### src/rtl/umi_req_arbiter.sv
// Round-robin merge of two UMI requesters onto one registered out port; responses are
// steered back to their issuer via an in-order owner FIFO, zero-latency pass-through.
module umi_req_arbiter #(
   parameter int UW    = 256,
   parameter int DEPTH = 4
) (
   input  logic                       clk,
   input  logic                       rst,
   input  logic                       req0_valid,
   input  logic [UW-1:0]              req0_packet,
   output logic                       req0_ready,
   input  logic                       req1_valid,
   input  logic [UW-1:0]              req1_packet,
   output logic                       req1_ready,
   output logic                       umi_out_valid,
   output logic [UW-1:0]              umi_out_packet,
   input  logic                       umi_out_ready,
   input  logic                       umi_in_valid,
   input  logic [UW-1:0]              umi_in_packet,
   output logic                       umi_in_ready,
   output logic                       resp0_valid,
   output logic [UW-1:0]              resp0_packet,
   input  logic                       resp0_ready,
   output logic                       resp1_valid,
   output logic [UW-1:0]              resp1_packet,
   input  logic                       resp1_ready,
   output logic [$clog2(DEPTH+1)-1:0] outstanding,
   output logic                       err_unexpected
);

   localparam int PW = $clog2(DEPTH);
   localparam int CW = $clog2(DEPTH+1);

   logic             out_vld_q, out_vld_d;
   logic [UW-1:0]    out_pkt_q;
   logic             last_grant_q;
   logic [DEPTH-1:0] own_q;
   logic [PW-1:0]    wr_ptr_q, rd_ptr_q;
   logic [CW-1:0]    cnt_q, cnt_d;
   logic             err_q;

   logic slot_free, can_issue, any_vld, grant, push, pop, empty, head, head_rdy;

   always_comb begin
      slot_free = !out_vld_q || umi_out_ready;
      can_issue = slot_free && (cnt_q < CW'(DEPTH));
      any_vld   = req0_valid || req1_valid;
      // Contested cycles go to whoever did not win last; otherwise the lone requester wins.
      grant     = (req0_valid && req1_valid) ? !last_grant_q : req1_valid;
      push      = can_issue && any_vld;

      empty     = (cnt_q == '0);
      head      = own_q[rd_ptr_q];
      head_rdy  = head ? resp1_ready : resp0_ready;
      pop       = umi_in_valid && !empty && head_rdy;

      out_vld_d = out_vld_q;
      if (push)
         out_vld_d = 1'b1;
      else if (umi_out_ready)
         out_vld_d = 1'b0;

      cnt_d = cnt_q;
      if (push && !pop)
         cnt_d = cnt_q + CW'(1);
      else if (pop && !push)
         cnt_d = cnt_q - CW'(1);
   end

   assign req0_ready     = can_issue && !grant;
   assign req1_ready     = can_issue && grant;
   assign umi_out_valid  = out_vld_q;
   assign umi_out_packet = out_pkt_q;
   // An empty tracker swallows stray responses so the return channel never wedges.
   assign umi_in_ready   = empty || head_rdy;
   assign resp0_valid    = umi_in_valid && !empty && !head;
   assign resp1_valid    = umi_in_valid && !empty && head;
   assign resp0_packet   = umi_in_packet;
   assign resp1_packet   = umi_in_packet;
   assign outstanding    = cnt_q;
   assign err_unexpected = err_q;

   always_ff @(posedge clk) begin
      if (rst) begin
         out_vld_q    <= 1'b0;
         last_grant_q <= 1'b1;
         wr_ptr_q     <= '0;
         rd_ptr_q     <= '0;
         cnt_q        <= '0;
         err_q        <= 1'b0;
      end else begin
         out_vld_q <= out_vld_d;
         cnt_q     <= cnt_d;
         if (push) begin
            last_grant_q <= grant;
            wr_ptr_q     <= wr_ptr_q + PW'(1);
         end
         if (pop)
            rd_ptr_q <= rd_ptr_q + PW'(1);
         if (umi_in_valid && empty)
            err_q <= 1'b1;
      end
   end

   // Data-path storage needs no reset: validity is carried by out_vld_q and cnt_q.
   always_ff @(posedge clk) begin
      if (push) begin
         out_pkt_q       <= grant ? req1_packet : req0_packet;
         own_q[wr_ptr_q] <= grant;
      end
   end

endmodule

### config.mk
export PLATFORM = sky130hd
export DESIGN_NAME = umi_req_arbiter
export DESIGN_NICKNAME = d
export VERILOG_FILES = /design/src/rtl/umi_req_arbiter.sv
export SDC_FILE = /design/constraint.sdc
export NUM_CORES = 1
export LEC_CHECK = 0
export ABC_CLOCK_PERIOD_IN_PS = 19350
export CORE_AREA = 2 2 602 604
export DETAILED_ROUTE_END_ITERATION = 6
export DIE_AREA = 0 0 604 606
export PLACE_DENSITY = 0.3
export SLEW_MARGIN = 20
export SYNTH_ARGS = -nofsm -noshare
export SYNTH_HDL_FRONTEND = slang
export SYNTH_SLANG_ARGS = --single-unit
export TNS_END_PERCENT = 1
### constraint.sdc
create_clock -name clk -period 19.35 [get_ports clk]
set_input_delay 1.935 -clock clk [delete_from_list [all_inputs] [get_ports clk]]
set_output_delay 1.935 -clock clk [all_outputs]
set_load 0.02 [all_outputs]
==> summary.md, run 1 <==
| Metric | Value |
|---|---|
| Die area | `0.366 sq mm` |
| Number of global-route vias before repair | `10400` |
| Clock skew | `28.6 ps` |
| Worst setup SP type | `primary input` |
| Worst Hold Path EP | `err_unexpected` |
| Post-synthesis sequential area ratio | `0.523` |
| Drt via density | `1.60` |
| Fill cell count | `41700` |
| P per Cell Area | `100 mW/mm^2` |
| Setup CP Type | `primary input to flip-flop` |
| Clock Path Buffers | `3` |
| Hold path start | `err_unexpected` |
| Worst-case reg-to-reg path depth | `7` |
| FMAX | `0.150 GHz` |
| Final worst slack | `12700 ps` |
| Core box area | `0.360 sq mm` |
| Post-CTS setup buffer count | `0` |
| Status | `completed` |
| Setup violators final | `0` |
| Gate Count Post-Synth | `1125` |
| Mapped Area | `0.0153 sq mm` |
| MaxCap Viol Count | `0` |
| DR WL/cell | `25.8 um` |
| CP max FO | `65` |
| H-tree Lvls | `2` |
| Fraction of registers with async set/reset | `0` |
| Final Hold Fails | `0` |
| R2r startpoint | `last_grant_q` |
| Min-Delay Path Depth | `2` |
| Initial core utilization | `0.0425` |
| Required time worst endpoint | `19720 ps` |
| Endpoint class of the critical path | `flip-flop` |
| Total GRT Usage | `0.0840` |
| CTS buffer count | `37` |
| Initial antenna violation count | `24` |
| Hold Buf Count CTS | `0` |
| Maximum number of pins on one net before global-route repair | `68` |
| Pins Over Slew Limit | `0` |
| Most used flip-flop cell after synthesis | `edfxtp_1` |
| CTS tree | `built` |
| GPL Wtd Cong | `0.741` |
| Reg-to-reg setup timing slack | `14230 ps` |
| Synthesized Nets | `1907` |
| CTS sink cnt | `270` |
| Worst r2r dst | `umi_out_packet[42]` |
| Max VDD drop | `46.8 uV` |
| Global route overflow | `0` |
| Initial detailed-routing violation count | `480` |
| Cts repair resizes | `0` |
| TritonRoute pass-1 iters | `4` |
| RSZ-0062 raised after global routing | `false` |
| Die width | `604 um` |
| Period minus WS final | `6650 ps` |
| #FFs+latches synth | `270` |
| CP arrival | `7020 ps` |
| Share of cells above drive strength 1 | `0.0471` |
| Clock root buffer master | `clkbuf_16` |
| Layout Area Growth over Synthesis | `72.5%` |
| Final WL | `161000 um` |
| Syn avg cell area | `13.6 sq um` |
| Final nets | `2200` |
| Netlist cell types | `29` |
| Worst hold path class | `flip-flop to flip-flop` |
| Setup TNS | `0 ps` |
| PortBufs | `785` |
| Clock Latency Late Sink | `630 ps` |
| Cell Rows | `221` |
| Dpl ws | `12030 ps` |
| EDFF count, synth | `260` |
| Routed via count | `9986` |
| Ys Warns | `0` |
| HPWL Detailed | `144000 um` |
| DRC errors left | `0` |
| Fin crit share | `0.344` |
| Worst-Margin Slew | `1020 ps` |
| First-pass GRT wire length | `184000 um` |
| ANT nets after route | `0` |
| Die H | `606 um` |
| Leakage | `0.00751 uW` |
| Max_slew headroom | `0.320` |
| I/O pin total | `1554` |
| Clock-pin slew on the worst setup and hold paths | `60 ps` |
## worst max-delay path by stage
stage	start	endpoint	slack (ps)	depth (start not counted)
2_1_floorplan	umi_out_ready	outstanding[2]	5070	8
3_3_place_gp	req1_valid	umi_out_packet[43]	12030	8
3_5_place_dp	req0_valid	umi_out_packet[45]	12030	8
4_1_cts	req0_valid	umi_out_packet[42]	12750	8
5_1_grt	req0_valid	umi_out_packet[41]	12450	8
6_report	req0_valid	umi_out_packet[42]	12700	8
## routing by layer
metal,part of all wire,GRT usage
met1,0.24,0.0585
met2,0.58,0.173
met3,0.14,0.0531
met4,0.037,0.0301
met5,0.0011,0.00366
## flip-flops by register name (all words and copies together), names as in the netlist
signal and count:
umi_out_packet 256, wr_ptr_q 2, umi_out_valid 1, outstanding 3, err_unexpected 1, last_grant_q 1, own_q 4, rd_ptr_q 2
## logic make-up after synthesis
| family | synth area share |
|---|---|
| buffers and inverters | 0.262 |
| AO/OA/AOI/OAI | 0.00433 |
| adder cells (fa/ha/maj) | 0.00540 |
| multiplexers | 0.193 |
| AND/OR/NAND/NOR | 0.00916 |
| XOR/XNOR | 0.00229 |
| flip-flops | 0.523 |
## through the flow
stage                     area [sq um]  hold slack [ps]  total power (uW)    util  cells
after floorplan                  15300              503              1440       -   1125
after global placement           25300              458              2080  0.0701   6173
after detailed placement         25300              458              2070  0.0701   6173
after CTS                        26400              474              2780  0.0732   6239
after global routing             26400              492              2780  0.0732   6240
final                            26400              473              2640  0.0732   6249
## synthesized netlist by cell type, types with 2 or more instances
cell type	n	area, sq um
buf_4	512	3840
edfxtp_1	260	7810
mux2_1	256	2880
buf_2	27	135
nor2_1	11	41.3
dfxtp_1	10	200
and2_1	5	31.3
ha_1	5	62.6
inv_1	5	18.8
a21oi_1	3	15.0
clkbuf_1	3	11.3
mux2i_1	3	30.0
nand2_1	3	11.3
nor2b_1	2	12.5
nor3_1	2	10.0
o311ai_1	2	17.5
or3_1	2	12.5
xnor2_1	2	17.5
xor2_1	2	17.5
## report_power, final
group / switching, uW / total, uW / internal, uW
logic: 607 / 997 / 390
registers: 133 / 981 / 848
clock network: 311 / 667 / 356
total: 1050 / 2640 / 1590
## final cells by class
cell class,instances,area [sq um],share of cell area
flip-flops and latches,270,8010,0.304
repair buffers,796,7930,0.301
well taps,4794,6000,0.227
multi-input cells,308,3300,0.125
clock buffers,46,960,0.0364
clock inverters,20,145,0.00550
diodes,10,25.0,0.000948
inverters,5,18.8,0.000711
## critical path, stage by stage
cell	delay (ps)
clkdlybuf4s50_1	500
a21boi_4	170
buf_4	660
buf_4	640
buf_4	820
buf_4	650
buf_4	850
mux2_1	400
## cells in the final DEF, fill, tap and decap left out, drive strengths merged, types with 2 or more instances in the layout
| master | n |
|---|---|
| inv | 6 |
| ha | 5 |
| a21oi | 3 |
| clkdlybuf4s50 | 782 |
| clkbuf | 46 |
| mux2i | 4 |
| clkinv | 18 |
| and2 | 5 |
| nor3 | 3 |
| nor2b | 2 |
| or3 | 2 |
| buf | 14 |
| nor2 | 11 |
| dfxtp | 10 |
| xnor2 | 2 |
| diode | 10 |
| edfxtp | 260 |
| o311ai | 2 |
| xor2 | 2 |
| mux2 | 256 |
| nand2 | 3 |
(Power assumes the default switching activity.)
==> run 2: changes to the inputs <==
--- a/config.mk
+++ b/config.mk
@@ -5,7 +5,7 @@
 export SDC_FILE = /design/constraint.sdc
 export NUM_CORES = 1
 export LEC_CHECK = 0
-export ABC_CLOCK_PERIOD_IN_PS = 19350
+export ABC_CLOCK_PERIOD_IN_PS = 6800
 export CORE_AREA = 2 2 602 604
 export DETAILED_ROUTE_END_ITERATION = 6
 export DIE_AREA = 0 0 604 606
==> constraint.sdc (replaced) <==
create_clock -name clk -period 6.8 [get_ports clk]
set_input_delay 0.68 -clock clk [delete_from_list [all_inputs] [get_ports clk]]
set_output_delay 0.68 -clock clk [all_outputs]
set_load 0.02 [all_outputs]
==> run 2 against run 1 <==
Power grew to 2.8 times the previous value; flip-flop and latch count stayed put; setup slack lost 9400 ps; cell area is 0.17% higher; critical path type is now primary input to output pin; clock skew up 13 ps; hold slack lost 8.7 ps; global-route usage shrank 0.38 points; final cell count is 0.13% lower; combinational power increased to 2.8 times the previous value; first-iteration DRC count shrank 0.83%.
==> summary.md, run 2 (synthesized netlist as in run 1, its figures left out) <==
| Metric | Value |
|---|---|
| Drt via density | `1.61 (+0.80%)` |
| Worst hold path class | `flip-flop to flip-flop` |
| Initial core utilization | `0.0425 (unchanged)` |
| Final Util | `0.0733 (+0.000121)` |
| Final Hold Fails | `0 (unchanged)` |
| Slowest stage cell, crit path | `clkdlybuf4s50_1` |
| Clock root buffer master | `clkbuf_16` |
| Cts repair resizes | `0 (unchanged)` |
| Grt met1 use | `0.0582 (-0.000331)` |
| Met3 GRT Util | `0.0565 (+0.00339)` |
| CP max FO | `39 (-40%)` |
| Clock Path Buffers | `3 (unchanged)` |
| Pins Over Slew Limit | `0 (unchanged)` |
| ANT nets after route | `0 (unchanged)` |
| CTS tree | `built` |
| H-tree Lvls | `2 (unchanged)` |
| CP arrival | `2860 ps (-4160 ps)` |
| Die width | `604 um (unchanged)` |
| DRC errors left | `0 (unchanged)` |
| Global route overflow | `0 (unchanged)` |
| Clock-pin slew on the worst setup and hold paths | `60 ps (about the same)` |
| Worst setup SP type | `primary input` |
| Hold path start | `err_unexpected` |
| Total GRT Usage | `0.0802 (-0.00379)` |
| Maximum number of pins on one net before global-route repair | `134 (+97%)` |
| Share of cells above drive strength 1 | `0.0458 (-0.00126)` |
| I/O pin total | `1554 (unchanged)` |
| CP top delay family | `buffers and inverters` |
| Most frequent cells in the layout | `784 x clkdlybuf4s50_1, 260 x edfxtp_1, 256 x mux2_1` |
| Fin crit share | `0.520` |
| Initial antenna violation count | `18 (-25%)` |
| Layout Area Growth over Synthesis | `72.7%` |
| GPL Wtd Cong | `0.753 (+1.5%)` |
| First-pass GRT wire length | `177000 um (-3.9%)` |
| CP dominant cell by count | `clkdlybuf4s50_1` |
| CP peak stage delay | `610 ps (-240 ps)` |
| CP startpoint | `req1_valid` |
| Endpoint class of the critical path | `output pin` |
| P per Cell Area | `282 mW/mm^2 (+180%)` |
| PortBufs | `785 (unchanged)` |
| Clock Latency Late Sink | `630 ps (about the same)` |
| Cell Rows | `221 (unchanged)` |
| RSZ-0062 raised after global routing | `false` |
| Commonest non-fill, non-tap cell in the layout | `clkdlybuf4s50_1` |
| Clock skew | `41.9 ps (+13.4 ps)` |
| Hold Buf Count CTS | `0 (unchanged)` |
| Final worst slack | `3260 ps (-9440 ps)` |
| Die area | `0.366 sq mm (unchanged)` |
| Final hold slack | `465 ps (-8.71 ps)` |
| R2r startpoint | `rd_ptr_q[0]` |
| Final nets | `2198 (-0.091%)` |
| Met2 usage | `0.155 (-0.0176)` |
| TritonRoute pass-1 iters | `4 (unchanged)` |
| Max reg flops | `256 (unchanged)` |
| Core box area | `0.360 sq mm (unchanged)` |
| Required time worst endpoint | `6120 ps (-13600 ps)` |
| MaxCap Viol Count | `0 (unchanged)` |
| Period minus WS final | `3540 ps` |
| Setup CP Type | `primary input to output pin` |
| Buf/Inv on CP | `3 (-3)` |
| Die H | `606 um (unchanged)` |
| Initial detailed-routing violation count | `476 (-0.83%)` |
| Leakage | `0.00751 uW (about the same)` |
| DR WL/cell | `24.8 um (-3.9%)` |
| Number of global-route vias before repair | `10500 (+1.1%)` |
| Final WL | `155000 um (-4.0%)` |
| Worst-Margin Slew | `979 ps (-41.4 ps)` |
| Layer with the highest usage | `met2` |
| Fill cell count | `41700 (-0.012%)` |
| HPWL Detailed | `138000 um (-4.7%)` |
| Post-route non-filler standard cell count | `6241 (-0.13%)` |
| Status | `completed` |
| Max VDD drop | `147 uV (+210%)` |
| CTS buffer count | `37 (unchanged)` |
| Max_slew headroom | `0.347 (+0.0276)` |
| Setup violators final | `0 (unchanged)` |
| FMAX | `0.283 GHz` |
| Routed via count | `10100 (+0.67%)` |
| Post-CTS setup buffer count | `0 (unchanged)` |
| Placed Cells | `6171 (-0.032%)` |
| Reg-to-reg setup timing slack | `4100 ps (-10130 ps)` |
| CP Cell Sequence | `clkdlybuf4s50_1, a21boi_4, buf_4, and2_1, clkdlybuf4s50_1` |
| Dpl ws | `3250 ps (-8780 ps)` |
| CTS sink cnt | `270 (unchanged)` |
## run 2: power by group
group | switching (uW) | internal, uW
logic | 1650 | 1120
clock network | 889 | 1030
registers | 344 | 2410
total | 2880 | 4560
## run 2: routing by layer
layer  part of all wire  up-vias
li1                   -     3995
met1               0.25     4914
met2               0.55      934
met3               0.15      206
met4              0.043        4
met5            0.00072        -
## run 2: path summary, 6_finish.rpt
check | to | cells past startpoint
hold / removal | err_unexpected | 2
setup reg to reg | outstanding[2] | 9
setup / recovery | req1_ready | 5
hold reg to reg | err_unexpected | 2
## run 2: worst min-delay path: stages, from the launching register on
cell,delay [ps]
dfxtp_1,320
a21oi_1,40
nor2_1,70
## run 2: area by class of cell
| type | count | area, sq um | area share |
|---|---|---|---|
| diodes | 6 | 15.0 | 0.000568 |
| clock buffers | 44 | 983 | 0.0372 |
| clock inverters | 20 | 125 | 0.00473 |
| inverters | 5 | 18.8 | 0.000710 |
| multi-input cells | 308 | 3310 | 0.125 |
| flip-flops and latches | 270 | 8010 | 0.303 |
| well taps | 4794 | 6000 | 0.227 |
| repair buffers | 794 | 7970 | 0.302 |
## run 2: stage by stage
step           total power, uW  TNS, ps  instance area, sq um
4_1_cts                   7800        0                 26400
3_3_place_gp              5780        0                 25300
5_1_grt                   7830        0                 26400
3_5_place_dp              5750        0                 25300
2_1_floorplan             4050  -157430                 15300
6_report                  7440        0                 26400
